### config.mk
export PLATFORM = sky130hd
export DESIGN_NAME = idli_sqi_fetch_m
export DESIGN_NICKNAME = d
export VERILOG_FILES = /design/src/rtl/idli_sqi_fetch_m.sv
export SDC_FILE = /design/constraint.sdc
export NUM_CORES = 1
export LEC_CHECK = 0
export CORE_MARGIN = 5
export CORE_UTILIZATION = 49
export CTS_CLUSTER_SIZE = 40
export DETAILED_ROUTE_END_ITERATION = 16
export PLACE_DENSITY = 0.89
export SLEW_MARGIN = 15
export SYNTH_ARGS = -nofsm -noshare
export SYNTH_HDL_FRONTEND = slang
export SYNTH_SLANG_ARGS = --single-unit
export TNS_END_PERCENT = 50
### constraint.sdc
create_clock -name i_sf_gck -period 2.88 [get_ports i_sf_gck]
set_input_delay 0.576 -clock i_sf_gck [delete_from_list [all_inputs] [get_ports i_sf_gck]]
set_output_delay 0.576 -clock i_sf_gck [all_outputs]
set_load 0.1 [all_outputs]
### src/rtl/idli_sqi_fetch_m.sv
// SQI streaming-read instruction fetch: issues READ 0x03 + 24b address, then
// assembles 16b instructions from successive nibbles for the decode stage.
module idli_sqi_fetch_m #(
    parameter logic [15:0] RESET_ADDR   = 16'h0000,
    parameter int          DUMMY_CYCLES = 2
) (
    input  logic        i_sf_gck,
    input  logic        i_sf_rst_n,
    input  logic        i_sf_redirect,
    input  logic [15:0] i_sf_redirect_addr,
    output logic        o_sf_cs_n,
    output logic        o_sf_sck_en,
    output logic [3:0]  o_sf_sio_out,
    output logic        o_sf_sio_oe,
    input  logic [3:0]  i_sf_sio_in,
    output logic [1:0]  o_sf_ctr,
    output logic [15:0] o_sf_enc,
    output logic        o_sf_enc_vld,
    output logic [15:0] o_sf_addr
);

    typedef logic [1:0]  ctr_t;
    typedef logic [15:0] data_t;
    typedef enum logic [2:0] {ST_IDLE, ST_CMD, ST_ADDR, ST_DUMMY, ST_DATA} state_t;

    // The last dummy cycle overlaps the bus turnaround, so DUMMY holds for
    // DUMMY_CYCLES-1 cycles and DATA nibble 0 lands right after it.
    localparam logic [2:0] DUMMY_LAST = (DUMMY_CYCLES >= 2) ? 3'(DUMMY_CYCLES - 2) : 3'd0;

    state_t      state_q, state_d;
    logic [2:0]  sub_q, sub_d;
    ctr_t        ctr_q, ctr_d;
    logic [11:0] buf_q, buf_d;
    data_t       addr_q, addr_d;
    logic        cs_n_q, cs_n_d;
    logic        sck_en_q, sck_en_d;
    logic        oe_q, oe_d;
    logic [3:0]  sio_out_q, sio_out_d;
    logic [23:0] byte_addr;

    always_comb begin
        state_d = state_q;
        sub_d   = sub_q;
        ctr_d   = ctr_q;
        buf_d   = buf_q;
        addr_d  = addr_q;
        if (i_sf_redirect) begin
            state_d = ST_IDLE;
            sub_d   = 3'd0;
            ctr_d   = 2'd0;
            buf_d   = 12'd0;
            addr_d  = i_sf_redirect_addr;
        end else begin
            unique case (state_q)
                ST_IDLE: begin
                    state_d = ST_CMD;
                    sub_d   = 3'd0;
                end
                ST_CMD: begin
                    if (sub_q == 3'd1) begin
                        state_d = ST_ADDR;
                        sub_d   = 3'd0;
                    end else begin
                        sub_d = sub_q + 3'd1;
                    end
                end
                ST_ADDR: begin
                    if (sub_q == 3'd5) begin
                        state_d = (DUMMY_CYCLES >= 2) ? ST_DUMMY : ST_DATA;
                        sub_d   = 3'd0;
                    end else begin
                        sub_d = sub_q + 3'd1;
                    end
                end
                ST_DUMMY: begin
                    if (sub_q == DUMMY_LAST) begin
                        state_d = ST_DATA;
                        sub_d   = 3'd0;
                    end else begin
                        sub_d = sub_q + 3'd1;
                    end
                end
                ST_DATA: begin
                    ctr_d = ctr_q + 2'd1;
                    unique case (ctr_q)
                        2'd0: buf_d[3:0]  = i_sf_sio_in;
                        2'd1: buf_d[7:4]  = i_sf_sio_in;
                        2'd2: buf_d[11:8] = i_sf_sio_in;
                        2'd3: addr_d      = addr_q + 16'd1;
                        default: ;
                    endcase
                end
                default: state_d = ST_IDLE;
            endcase
        end
    end

    // Pin outputs are derived from the next state so they are flops.
    always_comb begin
        byte_addr = {7'b0, addr_d, 1'b0};
        cs_n_d    = (state_d == ST_IDLE);
        sck_en_d  = !cs_n_d;
        oe_d      = (state_d == ST_CMD) || (state_d == ST_ADDR);
        sio_out_d = 4'h0;
        if (state_d == ST_CMD && sub_d == 3'd1) begin
            sio_out_d = 4'h3;
        end else if (state_d == ST_ADDR) begin
            unique case (sub_d)
                3'd0:    sio_out_d = byte_addr[23:20];
                3'd1:    sio_out_d = byte_addr[19:16];
                3'd2:    sio_out_d = byte_addr[15:12];
                3'd3:    sio_out_d = byte_addr[11:8];
                3'd4:    sio_out_d = byte_addr[7:4];
                3'd5:    sio_out_d = byte_addr[3:0];
                default: sio_out_d = 4'h0;
            endcase
        end
    end

    always_ff @(posedge i_sf_gck or negedge i_sf_rst_n) begin
        if (!i_sf_rst_n) begin
            state_q   <= ST_IDLE;
            sub_q     <= 3'd0;
            ctr_q     <= 2'd0;
            buf_q     <= 12'd0;
            addr_q    <= RESET_ADDR;
            cs_n_q    <= 1'b1;
            sck_en_q  <= 1'b0;
            oe_q      <= 1'b0;
            sio_out_q <= 4'h0;
        end else begin
            state_q   <= state_d;
            sub_q     <= sub_d;
            ctr_q     <= ctr_d;
            buf_q     <= buf_d;
            addr_q    <= addr_d;
            cs_n_q    <= cs_n_d;
            sck_en_q  <= sck_en_d;
            oe_q      <= oe_d;
            sio_out_q <= sio_out_d;
        end
    end

    assign o_sf_cs_n    = cs_n_q;
    assign o_sf_sck_en  = sck_en_q;
    assign o_sf_sio_oe  = oe_q;
    assign o_sf_sio_out = sio_out_q;
    assign o_sf_ctr     = ctr_q;
    assign o_sf_addr    = addr_q;
    // Top nibble arrives in the ctr==3 cycle itself; it is not flopped.
    assign o_sf_enc     = {i_sf_sio_in, buf_q};
    assign o_sf_enc_vld = (state_q == ST_DATA) && (ctr_q == 2'd3) && !i_sf_redirect;

endmodule

==> impl_metrics.csv, run 1 <==
group,metric,value,unit
outcome,status,"finished clean",
sta,finalClockSkew,0.0115,ns
clocking,insertion_delay,0.30,ns
sta,fmax,0.377,GHz
setup_path,critPathMaxStageDelay,0.57,ns
setup_path,reg2regPathDepth,8,
sta,finalCritPeriodShare,92.1,%
yosys,ys.flop_type,"dfrtp_1",
sta,holdWs,0.421,ns
die,rows,26,
global_routing,antenna_found_initial,0,
sta,fin_tns_setup,0,ns
clocking,postCtsSetupBuffers,0,
setup_path,path_cells,"inv_1 > ha_1 > and4b_1 > a221oi_4 > a32oi_1 > or4_1 > o41a_1 > a22oi_1",
setup_path,timing.rr.end,"o_sf_sio_out[0]",
sta,period_minus_slack,2.65,ns
global_routing,grt_pass1_vias,2149,
yosys,syn_inst,263,
global_routing,grt_start_max_net_pins,44,
placement,gp_congestion,0.856,
die,die_x,81.7,µm
finish,area_growth,27.9,%
route,wl,6410,µm
yosys,ys_seq_area_share,42.8,%
clocking,cts_tree,"built",
clocking,cts_buffers,5,
yosys,netlist-cell-type-count,58,
sta,maxSlewHeadroom,36.7,%
yosys,async_flop_share,100,%
setup_path,r2r_start,"sub_q[0]",
finish,drive_gt1_share,20.4,%
setup_path,crit_required,3.09,ns
die,start_util,50.0,%
die,core_area,5040,µm²
clocking,htree_levels,2,
route,antenna_left,0,
setup_path,start_kind,"flop",
setup_path,crit_family,"compound AO/OA/AOI/OAI gates",
global_routing,grt_usage,20.5,%
global_routing,grt_first_pass_wirelength,10500,µm
route,drt_iter0_drc,248,
setup_path,worstSetupPathType,"reg2reg",
clocking,hold_buffers,0,
route,drc_errors,0,
route,firstDrtPassIters,5,
placement,portBuffers,64,
route,via_count,2198,
clocking,clock-root-buffer,"clkbuf_8",
power,ir_drop,0.296,mV
worst_hold_path,hp-class,"in2async",
placement,dp_hpwl,4790,µm
setup_path,crit_buf_inv,1,
finish,n_antenna_cell,0,
yosys,synth_area,2520,µm²
flow_run,maxCapViolCount,0,
yosys,ys_ff_latch,43,
clocking,path_clk_slew,0.09,ns
power,power_density,540,nW/µm²
sta,setup_viol,0,
yosys,synth-edff-count,0,
die,die_area,6670,µm²
route,viasPerCell,5.65,
yosys,avgSynthCellArea,9.58,µm²
clocking,cts_resized,0,
sta,tightest_slew,0.950,ns
power,p_leak,1.41,nW
finish,nets,349,
setup_path,crit_path_max_fanout,12,
sta,rsz0062_at_grt,"no",
setup_path,critical_path_arrival,2.86,ns
finish,utilization,63.9,%
route,wl_per_cell,16.5,µm
setup_path,endpoint_kind,"flop",
die,ios,65,
die,die_h,81.7,µm
finish,layout_commonest_cell,"buf_4",
finish,final_cell_mix,"buf_4, dfrtp_1, nor2_1",
clocking,clockBufferDepth,2,
setup_path,cp_slowest_cell,"dfrtp_1",
clocking,clock-sinks,43,
yosys,yosysWarningCount,0,
sta,hold_viol,0,
sta,finalMaxSlewViolations,0,
yosys,synthesis.nets,294,
global_routing,gr-total-overflow,0,
setup_path,reg2reg_slack,0.23,ns
[logic make-up (layout without fill, tap and decap cells)]
kind of cell	count (synthesis)	after routing	synth area share [%]
flops	43	43	42.8
mux	19	19	7.80
xor+xnor	14	14	4.87
fa+ha+maj	8	8	3.97
compound gates	51	51	15.1
simple gates	97	97	20.0
buf+inv	31	87	5.46
[power by group]
group	leakage, nW	total (mW)	switching, mW	internal [mW]
sequential	0.550	0.692	0.0518	0.640
combinational	0.798	0.560	0.401	0.158
clock	0.0612	0.488	0.207	0.281
[synth_stat cells (5+ instances only)]
cell type   n  area, µm²
buf_4       5       37.5
clkbuf_1   10       37.5
inv_1      10       37.5
ha_1        8        100
a21oi_1    11       55.1
and2_1      6       37.5
dfrtp_1    42       1050
xor2_1     10       87.6
nor2_1     31        116
nand4_1     6       37.5
nand2_1    20       75.1
mux2i_1    14        140
nand3_1     7       35.0
[routing by layer]
layer | track usage (%) | vias up | routed length, µm
met5 | 0 | - | 0
met4 | 8.31 | 0 | 127
met3 | 2.74 | 12 | 236
met2 | 33.8 | 77 | 3260
met1 | 27.3 | 1069 | 2780
li1 | - | 1040 | -
[final cells by class]
cell class	instances	area, µm²
flip-flops and latches	43	1080
well taps	70	87.6
fillers	391	1820
clock buffers	6	82.6
repair buffers	68	586
clock inverters	2	35.0
inverters	11	41.3
multi-input cells	189	1310
[stage by stage]
step           power (mW)  setup slack (ns)  cells  area [µm²]
2_1_floorplan        1.11            0.0788    263        2530
3_3_place_gp         1.25             0.399    381        3100
3_5_place_dp         1.26             0.304    381        3100
4_1_cts              1.75             0.281    389        3220
5_1_grt              1.81            0.0705    389        3220
6_report             1.74             0.229    389        3220
[registers in the layout (all words and copies together) (netlist names)]
name	cells
o_sf_addr	16
buf_q	12
o_sf_sio_out	4
state_q	3
sub_q	3
o_sf_ctr	2
o_sf_cs_n	1
o_sf_sck_en	1
o_sf_sio_oe	1
[worst register-to-register path, delay by kind of cell, from the launching register on]
kind	cells	cell delay, ns
AOI/OAI and AO/OA	4	0.81
and+or+nand+nor	2	0.78
DFF	1	0.57
adders and majority gates	1	0.26
buffers and inverters	1	0.13
[how the worst max path moves through the flow]
stage           startpoint              end  slack, ns  cells past startpoint
2_1_floorplan  o_sf_ctr[1]  o_sf_sio_out[0]       0.08                      8
3_3_place_gp      sub_q[0]  o_sf_sio_out[0]       0.40                      8
3_5_place_dp      sub_q[0]  o_sf_sio_out[0]       0.30                      8
4_1_cts           sub_q[0]  o_sf_sio_out[0]       0.28                      8
5_1_grt           sub_q[0]  o_sf_sio_out[0]       0.07                      8
6_report          sub_q[0]  o_sf_sio_out[0]       0.23                      8
Power figures use the tool's default switching activity.
==> run 2: changes to the inputs <==
--- a/config.mk
+++ b/config.mk
@@ -6,10 +6,10 @@
 export NUM_CORES = 1
 export LEC_CHECK = 0
 export CORE_MARGIN = 5
-export CORE_UTILIZATION = 49
+export CORE_UTILIZATION = 37
 export CTS_CLUSTER_SIZE = 40
 export DETAILED_ROUTE_END_ITERATION = 16
-export PLACE_DENSITY = 0.89
+export PLACE_DENSITY = 0.72
 export SLEW_MARGIN = 15
 export SYNTH_ARGS = -nofsm -noshare
 export SYNTH_HDL_FRONTEND = slang
==> constraint.sdc (replaced) <==
create_clock -name i_sf_gck -period 2.88 [get_ports i_sf_gck]
set_input_delay 0.576 -clock i_sf_gck [delete_from_list [all_inputs] [get_ports i_sf_gck]]
set_output_delay 0.576 -clock i_sf_gck [all_outputs]
set_load 0.02 [all_outputs]
==> run 2 against run 1 <==
Net effect: wire length decreased by 1.2%; maximum frequency decreased by 0.68%; die area increased by 28%; largest cell class unchanged.
==> impl_metrics.csv, run 2 (synthesis results as in run 1) <==
group,metric,value,unit
finish,seqCellArea,1080,µm²
sta,maxSlewHeadroom,66.2,%
global_routing,grt_start_max_net_pins,46,
finish,utilization,49.5,%
setup_path,crit_family,"compound AO/OA/AOI/OAI gates",
power,internal_power,1.09,mW
finish,largest_reg_flops,16,
finish,area_growth,32.0,%
worst_hold_path,hp-class,"in2async",
route,drt_iter0_drc,154,
global_routing,antenna_found_initial,0,
clocking,insertion_delay,0.29,ns
setup_path,critical_path_arrival,2.87,ns
route,viasPerCell,5.36,
sta,finalMaxSlewViolations,0,
setup_path,crit_required,3.08,ns
finish,finalInstanceArea,3330,µm²
sta,fmax,0.375,GHz
global_routing,grt_usage,15.3,%
finish,layout_commonest_cell,"clkdlybuf4s50_1",
global_routing,grt_first_pass_wirelength,10600,µm
flow_run,maxCapViolCount,0,
clocking,clock-root-buffer,"clkbuf_8",
power,total_power,1.55,mW
route,wl,6330,µm
sta,holdWs,0.210,ns
placement,dpl_cell_area,3210,µm²
setup_path,crit_start,"sub_q[0]",
placement,dp_hpwl,4850,µm
power,combPwrFrac,24.0,%
finish,nets,350,
route,wl_per_cell,15.8,µm
power,p_leak,1.35,nW
die,core_area,6720,µm²
power,seqPwrFrac,44.5,%
die,ios,65,
placement,gp_congestion,0.812,
sta,hold_viol,0,
die,die_area,8560,µm²
clocking,postCtsSetupBuffers,0,
sta,rsz0062_at_grt,"no",
clocking,cts_tree,"built",
route,antenna_left,0,
sta,period_minus_slack,2.67,ns
outcome,status,"finished clean",
finish,nFillCells,609,
power,p_clk_share,31.5,%
finish,n_antenna_cell,0,
power,power_switching,459,µW
setup_path,endpoint_kind,"flop",
finish,multi_input_area,1300,µm²
global_routing,gr-total-overflow,0,
route,drc_errors,0,
setup_path,start_kind,"flop",
setup_path,crit_path_max_fanout,12,
setup_path,r2r_start,"sub_q[0]",
sta,fin_tns_setup,0,ns
power,swShare,29.6,%
die,rows,30,
die,die_x,92.5,µm
global_routing,grt_pass1_vias,2212,
route,firstDrtPassIters,4,
finish,drive_gt1_share,7.19,%
sta,finalClockSkew,0.0101,ns
power,ir_drop,0.268,mV
clocking,hold_buffers,0,
sta,finalCritPeriodShare,92.7,%
setup_path,worstSetupPathType,"reg2reg",
placement,portBuffers,64,
setup_path,cp_slowest_cell,"or4_1",
route,via_count,2143,
setup_path,path_cells,"inv_1 > ha_1 > and4b_1 > a221oi_4 > a32oi_1 > or4_1 > o41a_1 > a22oi_1",
clocking,clock-sinks,43,
die,die_h,92.5,µm
clocking,cts_resized,0,
finish,final_cell_mix,"clkdlybuf4s50_1, dfrtp_1, nor2_1",
power,power_density,467,nW/µm²
setup_path,critPathMaxStageDelay,0.58,ns
clocking,path_clk_slew,0.08,ns
clocking,cts_buffers,5,
clocking,clockBufferDepth,2,
die,start_util,37.5,%
sta,setup_viol,0,
clocking,htree_levels,2,
setup_path,crit_buf_inv,1,
sta,tightest_slew,0.494,ns
==> run 2: cell type report <==
| class | count | share of cell area (%) |
|---|---|---|
| Multi-Input combinational cell | 189 | 39.2 |
| Sequential cell | 43 | 32.4 |
| Timing Repair Buffer | 69 | 20.6 |
| Tap cell | 80 | 3.01 |
| Clock buffer | 6 | 2.48 |
| Inverter | 11 | 1.24 |
| Clock inverter | 2 | 1.05 |
==> run 2: power by group through the flow <==
stage	clock, mW	combinational [mW]	sequential [mW]
after floorplan	0	0.193	0.721
after global placement	0	0.367	0.701
after detailed placement	0	0.371	0.702
after CTS	0.500	0.375	0.691
after global routing	0.522	0.406	0.699
final	0.489	0.372	0.691
==> run 2: path summary, 6_finish.rpt <==
kind                       slack, ns  depth (start not counted)         endpoint
max                             0.21                          8  o_sf_sio_out[0]
min                             0.21                          1         buf_q[4]
max reg2reg                     0.21                          8  o_sf_sio_out[0]
min reg2reg                     0.53                          2         buf_q[8]
max in group asynchronous       1.94                          2        o_sf_cs_n
min in group i_sf_gck           0.53                          2         buf_q[8]
==> run 2: through the flow <==
stage,setup slack [ns],std cells
6_report,0.211,400
5_1_grt,0.0791,400
4_1_cts,0.240,400
3_5_place_dp,0.296,392
3_3_place_gp,0.401,392
2_1_floorplan,0.443,263
==> run 2: per-layer routing <==
| layer | vias up | wire (µm) | global-route usage (%) |
|---|---|---|---|
| met2 | 57 | 3200 | 26.6 |
| met4 | 0 | 69 | 3.59 |
| li1 | 1042 | - | - |
| met3 | 6 | 314 | 3.33 |
| met5 | - | 0 | 0 |
| met1 | 1038 | 2750 | 19.3 |
==> run 3: changes to the inputs <==
--- a/config.mk
+++ b/config.mk
@@ -5,6 +5,7 @@
 export SDC_FILE = /design/constraint.sdc
 export NUM_CORES = 1
 export LEC_CHECK = 0
+export CORE_ASPECT_RATIO = 1.5
 export CORE_MARGIN = 5
 export CORE_UTILIZATION = 37
 export CTS_CLUSTER_SIZE = 40
==> run 3 against run 2 <==
Net effect: die area is 0.40% higher; combinational power about the same; wire length is 3.5% higher; worst hold slack improved by 0.22 ns.
==> impl_metrics.csv, run 3 (synthesis results as in run 1) <==
group,metric,value,unit
setup_path,worstSetupPathType,"reg2reg",
global_routing,grt_pass1_vias,2175,
clocking,path_clk_slew,0.09,ns
setup_path,critical_path_arrival,2.83,ns
sta,rsz0062_at_grt,"no",
clocking,clockBufferDepth,2,
finish,drive_gt1_share,6.90,%
finish,seqCellArea,1080,µm²
flow_run,maxCapViolCount,0,
route,drt_iter0_drc,139,
die,rows,36,
clocking,postCtsSetupBuffers,0,
die,die_area,8590,µm²
setup_path,crit_path_max_fanout,12,
placement,portBuffers,64,
placement,dp_hpwl,4980,µm
setup_path,path_cells,"inv_1 > ha_1 > and4b_1 > a221oi_4 > a32oi_1 > or4_1 > o41a_1 > a22oi_1",
finish,nFillCells,612,
global_routing,antenna_found_initial,0,
die,die_x,77.4,µm
sta,setup_viol,0,
finish,multi_input_area,1300,µm²
global_routing,grt_first_pass_wirelength,10900,µm
route,viasPerCell,5.48,
die,die_h,111,µm
global_routing,grt_usage,15.4,%
sta,maxSlewHeadroom,35.8,%
setup_path,cp_slowest_cell,"or4_1",
finish,final_cell_mix,"clkdlybuf4s50_1, dfrtp_1, nor2_1",
setup_path,crit_cells,8,
finish,utilization,50.0,%
sta,holdWs,0.426,ns
sta,tightest_slew,0.963,ns
sta,finalMaxSlewViolations,0,
die,ios,65,
sta,finalClockSkew,0.00859,ns
clocking,insertion_delay,0.30,ns
clocking,clock-sinks,43,
setup_path,critPathMaxStageDelay,0.58,ns
route,via_count,2165,
sta,fmax,0.382,GHz
sta,finalCritPeriodShare,90.8,%
route,antenna_left,0,
sta,fin_tns_setup,0,ns
route,drc_errors,0,
die,core_area,6580,µm²
clocking,clock-root-buffer,"clkbuf_8",
global_routing,gr-total-overflow,0,
placement,gp_congestion,0.927,
setup_path,endpoint_kind,"flop",
power,power_density,445,nW/µm²
global_routing,grt_start_max_net_pins,46,
outcome,status,"finished clean",
finish,n_antenna_cell,0,
finish,largest_reg_flops,16,
finish,layout_commonest_cell,"clkdlybuf4s50_1",
sta,period_minus_slack,2.61,ns
worst_hold_path,hp-class,"in2async",
power,ir_drop,0.283,mV
die,start_util,38.3,%
clocking,cts_resized,0,
setup_path,reg2regPathDepth,8,
clocking,cts_tree,"built",
finish,area_growth,30.6,%
setup_path,start_kind,"flop",
route,firstDrtPassIters,4,
setup_path,crit_family,"compound AO/OA/AOI/OAI gates",
setup_path,crit_required,3.09,ns
route,wl_per_cell,16.6,µm
setup_path,crit_buf_inv,1,
power,p_leak,1.33,nW
clocking,hold_buffers,0,
finish,nets,349,
clocking,cts_buffers,5,
clocking,htree_levels,2,
route,wl,6550,µm
sta,hold_viol,0,
[run 3: changes by cell type in the layout (fill, tap and decap cells not counted), sizes merged]
cell / delta
buf: -1
clkinv: -1
inv: +1
bufinv: -1
clkbuf: -1
clkinvlp: +2
[run 3: report_power, final]
part           internal (mW)  leakage (nW)  switching (mW)  total [mW]
sequential             0.640         0.550          0.0505       0.691
combinational          0.171         0.737           0.202       0.373
clock                  0.174        0.0408           0.227       0.401
[run 3: cell type report]
cell class                      instances  share of cell area (%)
Clock buffer                            5                    2.09
Multi-Input combinational cell        189                    39.6
Tap cell                               76                    2.89
Timing Repair Buffer                   68                    20.6
Clock inverter                          3                   0.723
Sequential cell                        43                    32.8
Inverter                               11                    1.26
[run 3: final timing paths]
| check | startpoint | endpoint | slack [ns] |
|---|---|---|---|
| setup / recovery | sub_q[0] | o_sf_sio_out[0] | 0.27 |
| hold / removal | i_sf_rst_n | sub_q[0] | 0.43 |
| setup reg to reg | sub_q[0] | o_sf_sio_out[0] | 0.27 |
| hold reg to reg | buf_q[0] | buf_q[0] | 0.53 |
| max in group asynchronous | i_sf_rst_n | o_sf_addr[13] | 1.85 |
| min in group i_sf_gck | buf_q[0] | buf_q[0] | 0.53 |
[run 3: per-layer routing]
layer / GRT usage, % / share of wire, % / vias to the layer above
met3: 3.33 / 5.7 / 20
met2: 26.7 / 51 / 86
met1: 18.1 / 40 / 1021
li1: - / - / 1038
met4: 6.19 / 3.0 / 0
met5: 0 / 0 / -
[run 3: metrics by stage]
| stage | setup WS (ns) | std cells | power [mW] | instance area [µm²] |
|---|---|---|---|---|
| 2_1_floorplan | 0.443 | 263 | 0.914 | 2520 |
| 3_5_place_dp | 0.311 | 387 | 1.07 | 3200 |
| 3_3_place_gp | 0.404 | 387 | 1.07 | 3200 |
| 5_1_grt | 0.0867 | 395 | 1.54 | 3290 |
| 4_1_cts | 0.282 | 395 | 1.48 | 3290 |
| 6_report | 0.266 | 395 | 1.46 | 3290 |
